## src/rtl/dds_lut_scheduler.sv

```systemverilog
// dds_lut_scheduler: time-multiplexes one registered quarter-wave sine LUT
// among NUM_CH DDS channels visited round-robin.
// Each channel has its own phase accumulator and frequency tuning word.
// The top two phase bits choose the quadrant.
// The LUT address is mirrored in quadrants 1 and 3.
// The sample is negated in quadrants 2 and 3.
// Latency from issue to sample_out is 2 cycles.
// Optional build macro: DDS_PHASE_OFFSET_EN adds per-channel phase offset
// registers, which are written through poff_we/poff_ch/poff_data.
module dds_lut_scheduler #(
   parameter int NUM_CH      = 4,
   parameter int CH_WIDTH    = 2,
   parameter int PHASE_WIDTH = 24,
   parameter int LUT_AW      = 8,
   parameter int LUT_DW      = 8
) (
   input  logic                       clk,
   input  logic                       rst,
   input  logic                       enable,
   input  logic                       ftw_we,
   input  logic [CH_WIDTH-1:0]        ftw_ch,
   input  logic [PHASE_WIDTH-1:0]     ftw_data,
`ifdef DDS_PHASE_OFFSET_EN
   input  logic                       poff_we,
   input  logic [CH_WIDTH-1:0]        poff_ch,
   input  logic [PHASE_WIDTH-1:0]     poff_data,
`endif
   output logic [LUT_AW-1:0]          lut_addr,
   input  logic [LUT_DW-1:0]          lut_data,
   output logic signed [LUT_DW:0]     sample_out,
   output logic [CH_WIDTH-1:0]        sample_ch,
   output logic                       sample_valid
);

   localparam int SH = PHASE_WIDTH - LUT_AW - 2;

   logic [PHASE_WIDTH-1:0] acc [NUM_CH];
   logic [PHASE_WIDTH-1:0] ftw [NUM_CH];
`ifdef DDS_PHASE_OFFSET_EN
   logic [PHASE_WIDTH-1:0] poff [NUM_CH];
`endif

   logic [CH_WIDTH-1:0] slot;
   logic [LUT_AW+1:0]   phase_top;
   logic [1:0]          quad;
   logic [LUT_AW-1:0]   idx;
   logic [LUT_AW-1:0]   fold_addr;

   logic                s1_valid, s2_valid;
   logic                s1_neg, s2_neg;
   logic [CH_WIDTH-1:0] s1_ch, s2_ch;
   logic [LUT_DW:0]     mag;

   // Select the issuing channel's phase and keep only the quadrant/index bits
   always_comb begin
      logic [PHASE_WIDTH-1:0] ph;
      ph = '0;
      for (int i = 0; i < NUM_CH; i++) begin
         if (slot == CH_WIDTH'(i)) begin
`ifdef DDS_PHASE_OFFSET_EN
            ph = acc[i] + poff[i];
`else
            ph = acc[i];
`endif
         end
      end
      phase_top = (LUT_AW+2)'(ph >> SH);
      quad      = phase_top[LUT_AW+1:LUT_AW];
      idx       = phase_top[LUT_AW-1:0];
      fold_addr = quad[0] ? ~idx : idx;
   end

   // Per-channel tuning words and accumulators. The increment reads the old FTW
   // when a write and an issue hit the same channel on one edge.
   always_ff @(posedge clk) begin
      if (rst) begin
         for (int i = 0; i < NUM_CH; i++) begin
            acc[i] <= '0;
            ftw[i] <= '0;
         end
      end else begin
         for (int i = 0; i < NUM_CH; i++) begin
            if (ftw_we && ftw_ch == CH_WIDTH'(i))
               ftw[i] <= ftw_data;
            if (enable && slot == CH_WIDTH'(i))
               acc[i] <= acc[i] + ftw[i];
         end
      end
   end

`ifdef DDS_PHASE_OFFSET_EN
   // Per-channel phase offsets. These change only the folded phase, never the accumulator.
   always_ff @(posedge clk) begin
      if (rst) begin
         for (int i = 0; i < NUM_CH; i++)
            poff[i] <= '0;
      end else begin
         for (int i = 0; i < NUM_CH; i++)
            if (poff_we && poff_ch == CH_WIDTH'(i))
               poff[i] <= poff_data;
      end
   end
`endif

   // Round-robin slot counter, which advances only on enabled cycles
   always_ff @(posedge clk) begin
      if (rst)
         slot <= '0;
      else if (enable)
         slot <= (slot == CH_WIDTH'(NUM_CH-1)) ? '0 : slot + 1'b1;
   end

   // Issue stage: register the LUT address, sign, channel tag, and valid flag. A stall inserts a bubble.
   always_ff @(posedge clk) begin
      if (rst) begin
         lut_addr <= '0;
         s1_valid <= 1'b0;
         s1_neg   <= 1'b0;
         s1_ch    <= '0;
      end else begin
         s1_valid <= enable;
         if (enable) begin
            lut_addr <= fold_addr;
            s1_neg   <= quad[1];
            s1_ch    <= slot;
         end
      end
   end

   // Keep the sign, tag, and valid flag aligned with the LUT's registered read data
   always_ff @(posedge clk) begin
      if (rst) begin
         s2_valid <= 1'b0;
         s2_neg   <= 1'b0;
         s2_ch    <= '0;
      end else begin
         s2_valid <= s1_valid;
         s2_neg   <= s1_neg;
         s2_ch    <= s1_ch;
      end
   end

   assign mag = {1'b0, lut_data};

   // Output stage: apply the sign. Negating zero yields zero. The output holds when no sample is valid.
   always_ff @(posedge clk) begin
      if (rst) begin
         sample_out   <= '0;
         sample_ch    <= '0;
         sample_valid <= 1'b0;
      end else begin
         sample_valid <= s2_valid;
         if (s2_valid) begin
            sample_out <= s2_neg ? -mag : mag;
            sample_ch  <= s2_ch;
         end
      end
   end

endmodule

```

## config.mk

```make
export PLATFORM = sky130hd
export DESIGN_NAME = dds_lut_scheduler
export DESIGN_NICKNAME = d
export VERILOG_FILES = /design/src/rtl/dds_lut_scheduler.sv
export SDC_FILE = /design/constraint.sdc
export NUM_CORES = 1
export LEC_CHECK = 0
export CORE_ASPECT_RATIO = 0.7
export CORE_MARGIN = 3
export CORE_UTILIZATION = 50
export DETAILED_ROUTE_END_ITERATION = 8
export PLACE_DENSITY = 0.72
export SKIP_CTS_REPAIR_TIMING = 1
export SLEW_MARGIN = 20
export SYNTH_ARGS = -nofsm -noshare
export SYNTH_HDL_FRONTEND = slang
export SYNTH_SLANG_ARGS = --single-unit
```

## constraint.sdc

```tcl
create_clock -name clk -period 3.1 [get_ports clk]
set_clock_uncertainty 0.05 [all_clocks]
set_input_delay 0.62 -clock clk [delete_from_list [all_inputs] [get_ports clk]]
set_output_delay 0.62 -clock clk [all_outputs]
set_load 0.1 [all_outputs]
```

**Yosys cells after proc, flatten, opt, wreduce, memory -nomap -nowiden**

Memories as Yosys holds them, arrays and structs flattened.
Index checks and enable logic that the tools add are counted.

- Register bits after elaboration: 30
- RAM bits: 192
- Input port bits: 38
- Output and inout bits: 20
- Logic and storage cells: 85
- Memories kept: 2

- Add/subtract/negate cells: 6
- Equal/unequal tests: 6
- Multiplexer cells: 41
- Bitwise operators: 9
- Reductions and logical operators: 10

Memory list:

| name | depth | bits a word | rd ports | clocked after memory_dff | write ports | RTL line | RTL |
|---|---|---|---|---|---|---|---|
| acc | 4 | 24 | 4 | 0 | 4 | 37 | `logic [PHASE_WIDTH-1:0] acc [NUM_CH];` |
| ftw | 4 | 24 | 4 | 0 | 4 | 38 | `logic [PHASE_WIDTH-1:0] ftw [NUM_CH];` |

Operators by type and width:

| kind | number |
|---|---|
| 24-bit two-way mux | 12 |
| 24-bit adder | 4 |
| 1-bit two-way mux | 26 |
| 9-bit two-way mux | 1 |
| 8-bit negator with 9-bit output | 1 |
| 2-bit equality test (second input constant) | 4 |
| 1-bit logical AND | 8 |
| 8-bit two-way mux | 1 |
| 8-bit inverter | 1 |
| 1-bit bitwise OR | 8 |
| 2-bit by 1-bit equality test with 1-bit output (second input constant) | 2 |
| 2-bit zero test | 2 |
| 2-bit by 1-bit adder with 2-bit output (second input constant) | 1 |
| 2-bit two-way mux | 1 |

**Longest topological paths before layout**

- Depth after elaboration: 7
- Gate-level depth with buffers: 11
- Depth with buffers taken out: 9

**Worst setup path after synthesis**

Ideal clock, no wire load.

- Path kind: register to register
- Start point: memory ftw[2][0]
- End point: memory acc[2][16], data pin
- Setup time: 0.263 ns
- Data arrival time: 2.303 ns
- Required time: 2.787 ns
- Path slack: 0.483 ns
- Stages on the path, launching flop included: 10
- Path buffers: 0
- Clock period less this slack: 2.617 ns
- Path through: edfxtp_1 > ha_1 > fa_1 > a21oi_1 > nor2_1 > o2111ai_1 > nand2_1 > a221o_1 > a221oi_2 > mux2i_1

RTL lines:

| element | RTL line |
|---|---|
| start: declaration | 38 |
| end: declaration | 37 |

==> run metrics <==
count leader, synth=edfxtp_1; # IOs=between 50 and 60; Setup Viol. Count Final=0; worst-skew pair later-pin latency=510 ps; initial antenna violation count=6; H-tree level count=1; unrepaired setup endpoints after global routing=false; hpwl dp=~23 mm; Gate Count Post-Synth=1241; Max Cap Viol=0; ys flop type=edfxtp_1; pre-CTS WS=approximately 280 ps; Routed Antenna Nets=0; initial core utilization=roughly 52%; Peak Freq=around 340 MHz; post-synthesis cell type count=77; share of layout cells above drive strength 1=between 10% and 20%; largest area contributor in the netlist=edfxtp_1; Ys Warns=0; IR drop worst, VDD=about 0.47 mV; area share of the largest cell type after synthesis=43.9%; met2 Track Usage GR=approximately a third; Crit path required time=approximately 3300 ps; DRT iter0 DRCs=about 900; sequential-to-total area share from yosys stat=48.4%; Core ar.=between 0.02 and 0.03 mm2; setup_tns=0 ps; max-slew headroom at the worst pin=~46%; Final Util=59.1%; grt ovf=0; clock sink count=around 220; vias in the first global route=a little over 9k; Vias=~9.6k; FFs w/ async S/R, synth=0%; GP Congestion=0.927; syn_area_per_cell=10.6 um2; register bit total from synthesis=222; Mapped Nets=roughly 1.4k; Pwr Total=8.33 mW; chip height=roughly 140 um; total track usage=22.9%; Crit Path Max Fanout=4; crit path DAT=about 3100 ps; Final Hold Vio Count=0; maximum clock path buffer count=3; critical path endpoint category=flip-flop; Final min period=approximately 2900 ps; CTS tree=done; mean routed wirelength per cell=roughly 19 um; Port Buffers=57; Die ar.=between 0.02 and 0.03 mm2; clock-pin slew on the worst setup and hold paths=60 ps; met1 Use GR=a little over a third; P per Cell Area=559 mW/mm2; Synth area leaders=edfxtp_1, ha_1, and2_1; CP Class=reg2reg; flop2flop setup slack=200 ps; Static Leak=roughly 5.9 nW; Routed WL=approximately 32 mm; Layout Nets=1437; Num CTS Buffers=24; met3 usage=3.75%; detailed-route DRC error count=0; Slew Limit Fails=0; vias per cell=roughly 5.8; status=finished, final reports clean; Commonest cells post-synth=edfxtp_1, nor2_1, and2_1, ha_1, a21oi_1; CTS root buf=clkbuf_16; chip width=200 um; first-pass GRT wire length=approximately 51 mm; largest net degree at the start of global routing=41; Worst setup SP type=flip-flop; crit share post-route=a little over nine tenths; Syn-to-layout area delta=13.4%; Top Usage Layer GRT=met1; Post-Syn Area=0.0131 mm2; TritonRoute pass-1 iters=6; Rows=48; Post-synth EDFFs=192; Worst-Margin Slew=about 800 ps; crit path setup slack, layout=between 150 and 200 ps; Worst Hold Class=reg2reg
[worst paths after layout]
kind              from         end  depth (start not counted)
max          ftw[1][0]  acc[1][20]                          9
min           s1_valid    s2_valid                          1
max reg2reg  ftw[1][0]  acc[1][20]                          9
min reg2reg   s1_valid    s2_valid                          1
[layout by cell type (no fill, tap or decap), types with 5 or more instances in the layout]
master,count
a21oi_1,79
dfxtp_1,30
nor2_1,144
a211oi_2,6
nor2b_1,14
o21a_1,7
ha_1,97
a21oi_2,6
nand4_1,13
o21bai_1,9
nand3_1,28
buf_4,46
o21ai_0,56
and2_1,97
a21o_1,33
clkbuf_1,5
nand2_1,67
nor3_1,18
a211oi_1,25
xor2_1,47
clkbuf_16,27
a221oi_2,5
edfxtp_1,192
mux2i_1,14
a22oi_1,8
nand2b_1,10
clkdlybuf4s50_1,37
xnor2_1,42
or2_2,6
a31oi_1,7
inv_1,24
and3_1,15
o211ai_1,7
[critical path: stages, from the launching register on]
cell and delay, ps:
edfxtp_1 370, ha_1 250, fa_1 430, a21oi_1 260
o22ai_1 190, o31a_1 360, a31o_2 300, a211oi_2 210
xor2_1 180, nor2_1 50
[cell type report]
type / instances / area [um2]
tap: 325 / 407
antenna: 3 / 7.51
inverter: 24 / 90.1
clock buffer: 36 / 723
sequential: 222 / 6370
fill: 2141 / 10300
timing repair buffer: 85 / 756
clock inverter: 7 / 60.1
multi-input combinational: 941 / 6490
[power breakdown]
part | switching (mW) | internal (mW)
logic | 1.15 | 0.720
registers | 0.115 | 3.48
clock network | 1.16 | 1.70
total | 2.43 | 5.90
[through the flow]
stage	cell area [um2]	hold WS [ps]	cells
after CTS	14900	394	1640
after detailed placement	14100	380	1597
after floorplan	13100	364	1241
after global placement	14100	379	1597
final	14900	393	1643
after global routing	14900	416	1640
[cell families after synthesis]
logic type	after synthesis	share of synthesized area [%]
DFF	222	48.4
adders and majority gates	101	9.85
muxes	16	1.24
and+or+nand+nor	436	16.5
AOI/OAI and AO/OA	299	15.7
xor gates and xnor gates	89	5.93
buffers and inverters	78	2.32
[state kept, by name (all words and copies together) (netlist names)]
name	cells
s1_ch	2
slot	2
s1_valid	1
sample_out	9
s2_valid	1
sample_valid	1
s2_neg	1
s1_neg	1
sample_ch	2
acc	96
ftw	96
lut_addr	8
s2_ch	2
[layer usage]
metal,wire length (um),share of wire (%)
met2,13300,42
met3,2700,8.5
met1,14900,47
met5,0,0
met4,986,3.1
(Power assumes the default switching activity.)
==> patch 1 (config.mk and constraints unchanged) <==
Register the inputs `enable`, `ftw_we`, `ftw_ch`, `ftw_data` and `lut_data` before use, without a reset. The logic sees them one clock later.
--- a/src/rtl/dds_lut_scheduler.sv
+++ b/src/rtl/dds_lut_scheduler.sv
@@ -34,4 +34,18 @@
 
    localparam int SH = PHASE_WIDTH - LUT_AW - 2;
+
+   logic enable_q;
+   logic ftw_we_q;
+   logic [CH_WIDTH-1:0] ftw_ch_q;
+   logic [PHASE_WIDTH-1:0] ftw_data_q;
+   logic [LUT_DW-1:0] lut_data_q;
+
+   always_ff @(posedge clk) begin
+      enable_q   <= enable;
+      ftw_we_q   <= ftw_we;
+      ftw_ch_q   <= ftw_ch;
+      ftw_data_q <= ftw_data;
+      lut_data_q <= lut_data;
+   end
 
    logic [PHASE_WIDTH-1:0] acc [NUM_CH];
@@ -81,7 +95,7 @@
       end else begin
          for (int i = 0; i < NUM_CH; i++) begin
-            if (ftw_we && ftw_ch == CH_WIDTH'(i))
-               ftw[i] <= ftw_data;
-            if (enable && slot == CH_WIDTH'(i))
+            if (ftw_we_q && ftw_ch_q == CH_WIDTH'(i))
+               ftw[i] <= ftw_data_q;
+            if (enable_q && slot == CH_WIDTH'(i))
                acc[i] <= acc[i] + ftw[i];
          end
@@ -107,5 +121,5 @@
       if (rst)
          slot <= '0;
-      else if (enable)
+      else if (enable_q)
          slot <= (slot == CH_WIDTH'(NUM_CH-1)) ? '0 : slot + 1'b1;
    end
@@ -119,6 +133,6 @@
          s1_ch    <= '0;
       end else begin
-         s1_valid <= enable;
-         if (enable) begin
+         s1_valid <= enable_q;
+         if (enable_q) begin
             lut_addr <= fold_addr;
             s1_neg   <= quad[1];
@@ -141,5 +155,5 @@
    end
 
-   assign mag = {1'b0, lut_data};
+   assign mag = {1'b0, lut_data_q};
 
    // Output stage: apply the sign. Negating zero yields zero. The output holds when no sample is valid.
Behaviour: not the same (a bounded check fails within 4 cycles, from zero or initial values and one cycle with rst high).
==> patch 1 against the unedited design <==
Critical path depth unchanged. Worst setup slack improved by 0.072 ns. Design area increased by 5.7%. Utilization is 0.80 points lower. Total power grew 9.6%. Sequential cell count is 36 higher. Synthesized area grew 5.7%. Wire length up 7.6%. Critical path type unchanged. Critical endpoint is now acc[2][18].
==> patch 1: results (changes against the unedited design) <==
[synth]
avgSynthCellArea_um2 = 10.7  ; +0.79%
synthTopCellsByCount = edfxtp_1, nor2_1, and2_1, ha_1, a21oi_1
synthArstFlopShare_pct = 0  ; unchanged
synth-edff-count = 192  ; unchanged
ys.warnings.count = 0  ; unchanged
synth_fa_ha_area_share_pct = 9.32  ; -0.53 points
synth-xor-area-share_pct = 5.68  ; -0.25 points
yosysUniqueCellTypes = 71  ; -7.8%
synth_nets = 1440  ; +4.3%
synth_compound_area_share_pct = 15.6  ; -0.11 points
yosysSeqAreaShare_pct = 51.0  ; +2.6 points
synthTopCellsByArea = edfxtp_1, dfxtp_1, ha_1, and2_1, nor2_1
synth_mux_area_share_pct = 0.721  ; -0.52 points

[final_layout]
final_cells = 1744  ; +6.1%
multiInputGateArea_mm2 = 0.00653  ; +0.52%
fin_nets = 1499  ; +4.3%
num_antenna_cells = 0  ; -3
top_regs = acc: 96 flops, ftw: 96 flops, ftw_data_q: 24 flops
drive_above_1_share_pct = 8.12  ; -1.9 points
fillers = 2286  ; +6.8%

[detailed_routing]
routedWlPerCell_um = 19.7  ; +1.4%
firstDrtPassIters = 5  ; -1
viasPerCell = 5.82  ; about the same
drt_iter0_markers = 856  ; -5.3%
drc_errors = 0  ; unchanged

[pwr]
p_clk_share_pct = 34.3  ; about the same
p_leak_nw = 6.24  ; +5.6%
p_clk_mw = 3.13  ; +9.4%
seq-power_mw = 4.14  ; +15%
p_sw_mw = 2.64  ; +8.7%
vdd_drop_max_mv = 0.563  ; +20%

[worst_setup_path]
slowest_stage = fa_1
cpPeakStageDelay_ns = 0.50  ; +0.07 ns
worstPathMaxFanout = 5  ; +1

[clock_network]
clockBufferDepth = 3  ; unchanged
path_clk_slew_ns = 0.06  ; about the same
htreeDepth = 1  ; unchanged
clock-root-buffer = clkbuf_16
clock_latency_ns = 0.54  ; +0.03 ns
cts_buffers = 26  ; +8.3%

[global_routing]
grtUsageTotal_pct = 22.9  ; about the same
grt_pass1_vias = 9386  ; +0.51%
grt_start_max_net_pins = 27  ; -34%
antenna_found_initial = 3  ; -3
grt_pass1_wl_um = 53800  ; +6.3%

[timing]
max_slew_margin_pct = 60.0  ; +14 points

[place]
gp_congestion = 0.902  ; -2.6%
port_buffers = 57  ; unchanged
hpwlAfterDp_um = 24400  ; +6.2%
dpl_cell_area_mm2 = 0.0149  ; +5.6%
pre_cts_slack_ns = 0.257  ; -0.0184 ns
place_inst = 1696  ; +6.2%

[hold_path]
hp-class = flop to flop

[status]
outcome = complete, no violations

-- patch 1: changes by cell type after synthesis, sizes merged, moves of 5 or more --
cell / change
nor2: +13
o31ai: +6
buf: -9
a211oi: +7
nand2: +6
dfxtp: +36
clkbuf: +11
nand3: -9
o21ai: +12
o21a: +5
-- patch 1: kinds of logic (layout without fill, tap and decap cells) --
family / Yosys count / after routing
XOR/XNOR: 90 / 90
buffers and inverters: 76 / 155
AND/OR/NAND/NOR: 439 / 439
AO/OA/AOI/OAI: 327 / 327
multiplexers: 10 / 10
flip-flops: 258 / 258
adder cells (fa/ha/maj): 101 / 101
-- patch 1: final timing paths --
| kind | from | endpoint | slack, ns | depth (start not counted) |
|---|---|---|---|---|
| setup / recovery | ftw[2][0] | acc[2][18] | 0.27 | 9 |
| setup reg to reg | ftw[2][0] | acc[2][18] | 0.27 | 9 |
| hold / removal | s1_valid | s2_valid | 0.39 | 1 |
| hold reg to reg | s1_valid | s2_valid | 0.39 | 1 |
-- patch 1: critical path, delay by kind of cell (launching register included) --
kind	cells	cell delay, ns
AOI/OAI and AO/OA	5	1.22
adders and majority gates	2	0.75
DFF	1	0.36
xor gates and xnor gates	1	0.15
and+or+nand+nor	1	0.05
-- patch 1: cell type report --
class                           instances  share of cell area, %
Multi-Input combinational cell        967                   41.4
Timing Repair Buffer                   87                   4.81
Tap cell                              364                   2.89
Clock buffer                           37                   4.85
Clock inverter                         11                  0.532
Sequential cell                       258                   45.0
Inverter                               20                  0.477
-- patch 1: layer usage --
metal  up-vias  track usage (%)  routed length (µm)
met4         0             4.71                 730
met2       353             31.9               14000
met3        48             4.87                2950
met1      4859             36.5               16700
li1       4893                -                   -
met5         -                0                   0
==> patch 2 (same flow settings) <==
Made on the original files. Build with the macro `DDS_PHASE_OFFSET_EN` defined.
--- a/src/rtl/dds_lut_scheduler.sv
+++ b/src/rtl/dds_lut_scheduler.sv
@@ -8,4 +8,6 @@
 // Optional build macro: DDS_PHASE_OFFSET_EN adds per-channel phase offset
 // registers, which are written through poff_we/poff_ch/poff_data.
+`define DDS_PHASE_OFFSET_EN
+
 module dds_lut_scheduler #(
    parameter int NUM_CH      = 4,
Interface: changed (added poff_ch, poff_data and poff_we); port bits go from 58 to 85. The function was not compared with the original's and may differ.
==> patch 2 against the unedited design <==
The flow now finishes with violations (negative setup slack). Sequential share of layout area down 3.1 points. Synthesized area up 46%. Clock power up 44%. Largest cell class unchanged. Utilization up 3.3 points. Worst setup slack worse by 0.45 ns. Design area up 57%. Sequential cell count up 96. Total power up 52%. Worst hold slack worse by 0.0043 ns. Critical path depth up 3. Critical endpoint is now lut_addr[1]. Wire length up 70%.
==> patch 2: results (changes against the unedited design) <==
[worst_setup_path]
slowest_stage = o41a_2
rr_endpoint = lut_addr[1]
r2r-start = acc[3][1]
worstPathMaxFanout = 5  ; +1
reg2regPathDepth = 12  ; +3
cp_top_family = compound AO/OA/AOI/OAI gates
cpPeakStageDelay_ns = 0.52  ; +0.09 ns
worstPathArrival_ns = 3.75  ; +0.64 ns
path_class = flop to flop

[hold_path]
hold_end = s2_valid
hold_start = s1_valid
hp-class = flop to flop

[detailed_routing]
drt_iter0_markers = 1253  ; +39%
ant_nets = 0  ; unchanged
routedWlPerCell_um = 21.7  ; +12%
firstDrtPassIters = 5  ; -1
num_vias = 14800  ; +55%

[global_routing]
antenna_found_initial = 15  ; +9
grt_pass1_vias = 14400  ; +54%
grt_pass1_wl_um = 81400  ; +61%
grt_start_max_net_pins = 26  ; -37%
grtUsageTotal_pct = 26.1  ; +3.3 points

[pwr]
swShare_pct = 30.6  ; +1.4 points
vdd_drop_max_mv = 0.407  ; -13%
p_leak_nw = 9.66  ; +64%

[synth]
synth-xor-area-share_pct = 4.44  ; -1.5 points
synthTopCellsByArea = edfxtp_1, ha_1, and2_1, dfxtp_1, nor2_1
synthTopCellsByCount = edfxtp_1, and2_1, ha_1, nor2_1, a21oi_1
synth-edff-count = 288  ; +50%
ys.warnings.count = 0  ; unchanged
yosysSeqAreaShare_pct = 48.3  ; -0.13 points
yosysUniqueCellTypes = 84  ; +9.1%
synth_mux_area_share_pct = 0.843  ; -0.39 points
synth_fa_ha_area_share_pct = 12.5  ; +2.7 points
synth_nets = 1994  ; +44%
synthArstFlopShare_pct = 0  ; unchanged
synth_compound_area_share_pct = 14.5  ; -1.3 points

[final_layout]
fillers = 2901  ; +35%
fin_nets = 2243  ; +56%
drive_above_1_share_pct = 18.0  ; +7.9 points
top_regs = acc: 96 flops, ftw: 96 flops, poff: 96 flops

[clock_network]
path_clk_slew_ns = 0.06  ; about the same
clock_latency_ns = 0.54  ; +0.03 ns
clockBufferDepth = 3  ; unchanged
cts_buffers = 35  ; +46%
clock-root-buffer = clkbuf_16
htreeDepth = 2  ; +1

[status]
violations = negative setup slack
outcome = finished with violations

[timing]
worstMarginPinSlew_ns = 0.797  ; -0.00890 ns
setup_slack_ns = -0.257  ; -0.453 ns
setup_viol = 15  ; +15

[place]
port_buffers = 84  ; +47%
hpwlAfterDp_um = 40500  ; +77%
gp_congestion = 0.976  ; +5.3%
dpl_cell_area_mm2 = 0.0216  ; +53%

patch 2: cell count changes after synthesis, sizes merged, moves of 18 or more:
cell	delta
and2	+100
edfxtp	+96
ha	+88
nor3	+36
inv	+32
o21a	+19
nand2b	+18
patch 2: stage by stage:
stage | TNS [ns] | setup WS [ns] | hold slack (ns) | std cells | util, %
after floorplan | -0.0500 | -0.0362 | 0.364 | 1740 | -
after global placement | -2.34 | -0.295 | 0.377 | 2420 | 57.6
after detailed placement | -5.33 | -0.415 | 0.371 | 2420 | 57.7
after CTS | -6.22 | -0.478 | 0.385 | 2482 | 60.6
after global routing | -4.67 | -0.390 | 0.435 | 2502 | 62.4
final | -2.42 | -0.257 | 0.388 | 2504 | 62.4
patch 2: layout make-up:
cell class	instances	area, µm²	share of cell area [%]
Multi-Input combinational cell	1327	10100	43.4
Clock buffer	50	1020	4.35
Timing Repair Buffer	251	2050	8.80
Clock inverter	12	81.3	0.348
Tap cell	488	611	2.61
Antenna cell	2	5.00	0.0214
Inverter	56	210	0.900
Sequential cell	318	9250	39.6
patch 2: per-layer routing:
| layer | track usage, % | vias up | routed length (µm) |
|---|---|---|---|
| met1 | 39.0 | 7182 | 24100 |
| met5 | 0 | - | 0 |
| li1 | - | 6937 | - |
| met2 | 38.9 | 629 | 23400 |
| met4 | 8.04 | 0 | 1560 |
| met3 | 4.60 | 91 | 5350 |
patch 2: power by group through the flow:
stage / sequential (mW) / clock (mW) / combinational [mW]
final: 5.23 / 4.11 / 3.33
after CTS: 5.23 / 4.15 / 3.04
after detailed placement: 5.31 / 0 / 3.02
after floorplan: 5.44 / 0 / 1.83
after global placement: 5.30 / 0 / 2.93
after global routing: 5.27 / 4.33 / 3.59
